File: src/rtl/bitcell_array_ctrl.sv
// Sequencer for a DEPTH x WIDTH array of Bitcell_NAND latches: host valid/ready requests in,
// glitch-safe setup/pulse/hold on sel/r_w/in, captured read data out with a one-cycle strobe.
module bitcell_array_ctrl #(
    parameter int unsigned WIDTH     = 8,
    parameter int unsigned DEPTH     = 4,
    parameter int unsigned AW        = 2,
    parameter int unsigned PULSE_CYC = 2
) (
    input  logic             clk,
    input  logic             rst_n,
    input  logic             req_valid,
    output logic             req_ready,
    input  logic             req_we,
    input  logic [AW-1:0]    req_addr,
    input  logic [WIDTH-1:0] req_wdata,
    output logic             rsp_valid,
    output logic [WIDTH-1:0] rsp_rdata,
    output logic             rsp_err,
    output logic [DEPTH-1:0] cell_sel,
    output logic             cell_rw,
    output logic [WIDTH-1:0] cell_in,
    input  logic [WIDTH-1:0] cell_out
);

    localparam int unsigned CW = (PULSE_CYC > 1) ? $clog2(PULSE_CYC) : 1;
    localparam logic [CW-1:0] CNT_LAST = CW'(PULSE_CYC - 1);

    typedef enum logic [2:0] {
        IDLE  = 3'd0,
        SETUP = 3'd1,
        PULSE = 3'd2,
        HOLD  = 3'd3,
        RESP  = 3'd4
    } state_t;

    state_t            state_q, state_n;
    logic              we_q, we_n;
    logic [AW-1:0]     addr_q, addr_n;
    logic [CW-1:0]     cnt_q, cnt_n;
    logic              ready_n;
    logic              rsp_valid_n;
    logic [WIDTH-1:0]  rsp_rdata_n;
    logic              rsp_err_n;
    logic [DEPTH-1:0]  sel_n;
    logic              rw_n;
    logic [WIDTH-1:0]  in_n;
    logic              addr_ok_c;

    assign addr_ok_c = (32'(addr_q) < DEPTH);

    // State and registered-output update; async reset drops sel at once
    always_ff @(posedge clk or negedge rst_n) begin
        if (!rst_n) begin
            state_q   <= IDLE;
            we_q      <= 1'b0;
            addr_q    <= '0;
            cnt_q     <= '0;
            req_ready <= 1'b1;
            rsp_valid <= 1'b0;
            rsp_rdata <= '0;
            rsp_err   <= 1'b0;
            cell_sel  <= '0;
            cell_rw   <= 1'b0;
            cell_in   <= '0;
        end else begin
            state_q   <= state_n;
            we_q      <= we_n;
            addr_q    <= addr_n;
            cnt_q     <= cnt_n;
            req_ready <= ready_n;
            rsp_valid <= rsp_valid_n;
            rsp_rdata <= rsp_rdata_n;
            rsp_err   <= rsp_err_n;
            cell_sel  <= sel_n;
            cell_rw   <= rw_n;
            cell_in   <= in_n;
        end
    end

    // Next state and next output values; rw/in only move while sel is low
    always_comb begin
        state_n     = state_q;
        we_n        = we_q;
        addr_n      = addr_q;
        cnt_n       = cnt_q;
        rsp_valid_n = 1'b0;
        rsp_rdata_n = rsp_rdata;
        rsp_err_n   = rsp_err;
        sel_n       = '0;
        rw_n        = cell_rw;
        in_n        = cell_in;

        case (state_q)
            IDLE: begin
                if (req_valid && req_ready) begin
                    state_n = SETUP;
                    we_n    = req_we;
                    addr_n  = req_addr;
                    rw_n    = req_we;
                    if (req_we) begin
                        in_n = req_wdata;
                    end
                end
            end
            SETUP: begin
                if (addr_ok_c) begin
                    state_n = PULSE;
                    sel_n   = DEPTH'(1) << addr_q;
                    cnt_n   = '0;
                end else begin
                    state_n     = RESP;
                    rsp_valid_n = 1'b1;
                    rsp_err_n   = 1'b1;
                    rsp_rdata_n = '0;
                end
            end
            PULSE: begin
                if (cnt_q == CNT_LAST) begin
                    state_n = HOLD;
                    if (!we_q) begin
                        rsp_rdata_n = cell_out;
                    end
                end else begin
                    sel_n = cell_sel;
                    cnt_n = cnt_q + CW'(1);
                end
            end
            HOLD: begin
                state_n     = RESP;
                rsp_valid_n = 1'b1;
                rsp_err_n   = 1'b0;
            end
            RESP: begin
                state_n = IDLE;
                rw_n    = 1'b0;
            end
            default: begin
                state_n = IDLE;
            end
        endcase

        ready_n = (state_n == IDLE);
    end

endmodule
File: config.mk
export PLATFORM = sky130hd
export DESIGN_NAME = bitcell_array_ctrl
export DESIGN_NICKNAME = d
export VERILOG_FILES = /design/src/rtl/bitcell_array_ctrl.sv
export SDC_FILE = /design/constraint.sdc
export NUM_CORES = 1
export LEC_CHECK = 0
export CAP_MARGIN = 5
export CORE_MARGIN = 5
export CORE_UTILIZATION = 25
export DETAILED_ROUTE_END_ITERATION = 12
export MAX_ROUTING_LAYER = met4
export SLEW_MARGIN = 20
export SYNTH_ARGS = -nofsm -noshare
export SYNTH_HDL_FRONTEND = slang
export SYNTH_SLANG_ARGS = --single-unit
File: constraint.sdc
create_clock -name clk -period 1.65 [get_ports clk]
set_input_delay 0.33 -clock clk [delete_from_list [all_inputs] [get_ports clk]]
set_output_delay 0.33 -clock clk [all_outputs]
set_load 0.03 [all_outputs]
### Yosys cells after proc, flatten, opt, wreduce, memory -nomap -nowiden

Index checks and enable logic that the tools add are counted.

* add/subtract/negate cells: 1
* equal/unequal tests: 6
* shifts and indexed selects: 1
* muxes and demuxes: 10
* bitwise logic cells: 1
* reduce and logical (&&, ||, !) cells: 9

Operators with widths (count)
* case mux 3 bit (4 select lines): 1
* case mux 4 bit (2 select lines): 1
* == test 3 x 2 -> 1 bit, second input constant: 2
* zero test 3 bit: 2
* two-way mux 3 bit: 2
* AND reduction 3 bit: 2
* two-way mux 4 bit: 1
* != test 2 bit, second input constant: 2
* case mux 1 bit (2 select lines): 2
* AND reduction 2 bit: 2
* nonzero test 2 bit: 2
* left shift 1 x 2 -> 4 bit, first input constant: 1
* == test 3 x 1 -> 1 bit, second input constant: 1
* == test 3 bit, second input constant: 1
* two-way mux 1 bit: 3
* adder 1 bit, second input constant: 1
* logical AND 1 bit: 1
* NOT 1 bit: 1

* register bits: 30
* bits of input ports: 22
* output and inout bits: 24
* word-level logic and storage cells: 38

### Longest topological paths before layout

Gate-level depths: netlist (run 1).

* depth in word-level cells: 4
* gate-level depth with buffers: 5
* depth with buffers taken out: 3

### Worst setup path after synthesis (run 1)

OpenSTA, ideal clock, no wires.

* path kind: reg-to-reg
* start point: register req_ready
* end point: register cell_in[0]
* library setup time: 0.125 ns
* arrival time: 1.377 ns
* data required time: 1.525 ns
* setup slack: 0.148 ns
* stages on the path, launching flop included: 5
* path buffers: 1
* period minus slack after synthesis: 1.502 ns
* path through: dfstp_2 nand2_1 nand4bb_1 buf_6 mux2_4

* cells in the longest elaborated chain, start to end: 2

Ends and longest elaborated chain
* start, declared: RTL line 12 `output logic req_ready,`
* start signal, assigned: RTL line 70 `req_ready <= ready_n;`
* logical AND 1 bit: RTL line 95 `if (req_valid && req_ready) begin`
* AND reduction 3 bit (no source line)
* end signal, assigned: RTL line 76 `cell_in <= in_n;`
* end, declared: RTL line 21 `output logic [WIDTH-1:0] cell_in,`

Every way passes these cells.
A chain may end at the register's enable or synchronous reset.

### Worst setup path in the final report (run 1)

* start point: register rsp_rdata[7]
* end point: output port rsp_rdata[7]

RTL lines
* start, declared: RTL line 17 `output logic [WIDTH-1:0] rsp_rdata,`
* start signal, assigned: RTL line 72 `rsp_rdata <= rsp_rdata_n;`

No word-level cell between the ends.

==> insert_results.sql, run 1 <==
INSERT INTO impl_metrics (metric_group, metric, value, unit) VALUES
('detailed_routing', 'drtAntennaViolNets', '0', ''),
('floorplanning', 'dieArea', '6810', 'um^2'),
('cells_and_area', 'seqCellArea', '752.0', 'um^2'),
('setup_path', 'crit-reg2reg-capture', 'rsp_rdata[6]', ''),
('synth', 'ys_warn_count', '0', ''),
('floorplanning', 'coreArea', '5107', 'um^2'),
('synth', 'synthesis.area', '1315', 'um^2'),
('sta', 'count_of_pins_over_their_slew_limit', '0', ''),
('cells_and_area', 'diode_count', '0', ''),
('setup_path', 'critPathLaunch', 'rsp_rdata[7]', ''),
('floorplanning', 'die_width', '82.53', 'um'),
('cells_and_area', 'fill_cell_instance_count_of_the_final_layout', '506', ''),
('synth', 'seq_area_frac_synth', '57.18', '%'),
('placed_design', 'post_dp_cell_area', '1846', 'um^2'),
('grt', 'globalRouteOverflowTotal', '0', ''),
('synth', 'syn-num-nets', '108', ''),
('clocking', 'cts.sink_count', '30', ''),
('sta', 'finalCritPeriodShare', '97.52', '%'),
('setup_path', 'reg2reg_depth', '3', ''),
('floorplanning', 'floorplan.initialDensity', '25.75', '%'),
('run', 'maxCapViolCount', '0', ''),
('setup_path', 'cpMaxStageDelayCell', 'sky130_fd_sc_hd__clkdlybuf4s50_1', ''),
('synth', 'yosys-top-cells-area', 'sky130_fd_sc_hd__dfrtp_1 (55%), sky130_fd_sc_hd__mux2_4 (18%), sky130_fd_sc_hd__buf_6 (3.4%), sky130_fd_sc_hd__nand4bb_4 (2.1%), sky130_fd_sc_hd__dfstp_2 (2.0%)', ''),
('placed_design', 'buffer_ports.inserted', '44', ''),
('clocking', 'cts_root_buffer', 'sky130_fd_sc_hd__clkbuf_8', ''),
('synth', 'post_synth_num_cell_types', '26', ''),
('setup_path', 'setup.worst_path.class', 'flop to output port', ''),
('sta', 'fmax', '621.5', 'MHz'),
('placed_design', 'gp_routability_congestion', '0.7244', ''),
('pwr', 'total_switching_power', '1494', 'uW'),
('floorplanning', 'row_count', '26', ''),
('setup_path', 'timing.critical_path.arrival', '1.28', 'ns'),
('setup_path', 'biggest_fanout_along_the_worst_timing_path', '2', ''),
('placed_design', 'place.detailed.hpwl', '2152', 'um'),
('setup_path', 'setup.worst_path.start_class', 'flop', ''),
('cells_and_area', 'most-common-layout-cells', 'sky130_fd_sc_hd__dfrtp_1 (29), sky130_fd_sc_hd__clkdlybuf4s50_1 (23), sky130_fd_sc_hd__dlygate4sd2_1 (19)', ''),
('cells_and_area', 'final_design_area_no_fill', '1922', 'um^2'),
('pwr', 'p_per_area', '1963', 'nW/um^2'),
('run_status', 'outcome', 'complete, no violations', ''),
('clocking', 'cts-hold-fix-buffers', '0', ''),
('floorplanning', 'io_count', '46', ''),
('detailed_routing', 'avgViaCountPerCell', '4.082', ''),
('detailed_routing', 'finalWirelength', '2811', 'um'),
('pwr', 'vdd_drop_max', '0.0005728', 'V'),
('detailed_routing', 'dr_drc_count', '0', ''),
('clocking', 'tritoncts', 'built', ''),
('detailed_routing', 'detailroute.via_count', '845', ''),
('sta', 'final-setup-viol-count', '0', ''),
('cells_and_area', 'final_common_cell', 'sky130_fd_sc_hd__dfrtp_1', ''),
('floorplanning', 'dieHeight', '82.53', 'um'),
('setup_path', 'regToRegStartpoint', 'state_q[0]', ''),
('pwr', 'seqPwrFrac', '36.0', '%'),
('pwr', 'cell_internal_pwr', '2278', 'uW'),
('synth', 'cell_type_with_the_largest_total_area_after_synthesis', 'sky130_fd_sc_hd__dfrtp_1', ''),
('cells_and_area', 'areaGrowthSynthToFinish', '46.15', '%'),
('synth', 'synth-seq-cells', '30', ''),
('grt', 'overall_global_routing_usage', '9.048', '%'),
('synth', 'postSynthCellCount', '86', ''),
('clocking', 'ctsLongestPathBuffers', '2', ''),
('clocking', 'post-cts-setup-buffer-count', '0', ''),
('sta', 'report.final.hold_viol_count', '0', ''),
('synth', 'syn-mean-instance-area', '15.29', 'um^2'),
('setup_path', 'timing.critical_path.to_type', 'output port', ''),
('sta', 'fin_crit', '1.609', 'ns'),
('grt', 'grt_pass1_wl', '4422', 'um'),
('clocking', 'cts_inserted_buffers', '5', ''),
('detailed_routing', 'firstDrtPassIters', '4', ''),
('setup_path', 'critPathRequiredTime', '1.32', 'ns'),
('sta', 'setup_total_negative_slack', '0', 'ns'),
('clocking', 'insertion_delay', '0.28', 'ns'),
('clocking', 'clock_tree.htree_level_count', '2', '');
area by class of cell:
cell class / instances / share of cell area [%]
clock inverters: 2 / 0.6510
inverters: 3 / 0.5859
clock buffers: 6 / 4.297
repair buffers: 48 / 24.80
well taps: 70 / 4.557
flip-flops and latches: 30 / 39.13
multi-input cells: 48 / 25.98
Yosys cell counts (all sizes together):
cell type  number
a22o            2
buf             5
mux2           18
inv             3
o21ai           2
a21oi           1
xnor2           1
dfstp           1
o31ai           1
nor4            2
nor3            1
nand4bb         2
nand2b          1
conb            1
nor2            9
dfrtp          29
a32o            2
nand2           4
or2b            1
worst max-delay path by stage:
| stage | endpoint | slack (ns) | cells after the start |
|---|---|---|---|
| global route | rsp_rdata[7] | 0.002 | 1 |
| detailed placement | cell_in[1] | -0.14 | 5 |
| floorplan | cell_in[0] | 0.15 | 4 |
| finish | rsp_rdata[7] | 0.04 | 1 |
| CTS | cell_in[5] | 0.0008 | 1 |
| global placement | cell_in[4] | -0.09 | 5 |
kinds of logic after synthesis:
kind of cell / count (synthesis) / synth area share, %
flops: 30 / 57.18
simple gates: 20 / 12.46
mux: 18 / 19.98
compound gates: 8 / 4.567
buf+inv: 8 / 4.852
xor+xnor: 1 / 0.6662
other cells: 1 / 0.2852
through the flow:
| stage | hold WS, ns | cells | total power, uW | setup slack (ns) |
|---|---|---|---|---|
| 2_1_floorplan | 0.03441 | 86 | 2663 | 0.1483 |
| 3_3_place_gp | 0.4932 | 199 | 3316 | -0.09337 |
| 3_5_place_dp | 0.4885 | 199 | 3365 | -0.1411 |
| 4_1_cts | 0.3954 | 207 | 3852 | 0.0007825 |
| 5_1_grt | 0.4111 | 207 | 4012 | 0.001577 |
| 6_report | 0.4071 | 207 | 3772 | 0.04091 |
power by group through the flow:
stage / Sequential [uW] / Combinational [uW] / Clock (uW)
after floorplan: 1770 / 890 / 0
after CTS: 1360 / 1850 / 642
after detailed placement: 1380 / 1990 / 0
final: 1360 / 1820 / 598
after global routing: 1410 / 1940 / 663
after global placement: 1360 / 1950 / 0
state kept, by name (all words and copies together), names as in the netlist, 2 cells and up:
name / flops
cell_in: 8
state_q: 3
cell_sel: 4
rsp_rdata: 8
addr_q: 2
layer usage:
layer	global-route usage [%]	routed length (um)	vias up
met5	-	0	-
met4	4.412	42	0
met3	3.796	274	4
met2	13.86	1280	42
met1	10.17	1213	400
li1	-	-	399
worst register-to-register path: stages (launching register included):
cell and delay (ns):
sky130_fd_sc_hd__dfrtp_1 0.52, sky130_fd_sc_hd__nand4bb_4 0.31, sky130_fd_sc_hd__nor2_8 0.23, sky130_fd_sc_hd__mux2_4 0.33
timing repair:
action / 4_1_cts / 5_1_grt
endpoints found under the setup margin: 19 / 2
hold endpoints to repair: 0 / 0
pin swaps: 0 / 0
gates resized for setup: 19 / 2
No activity file was read; power rests on OpenSTA's default activity.
==> run 2: changes to the inputs <==
- TNS_END_PERCENT: default -> 20
==> results of run 2 <==
Final layout, timing and power as in run 1 (identical DEF).
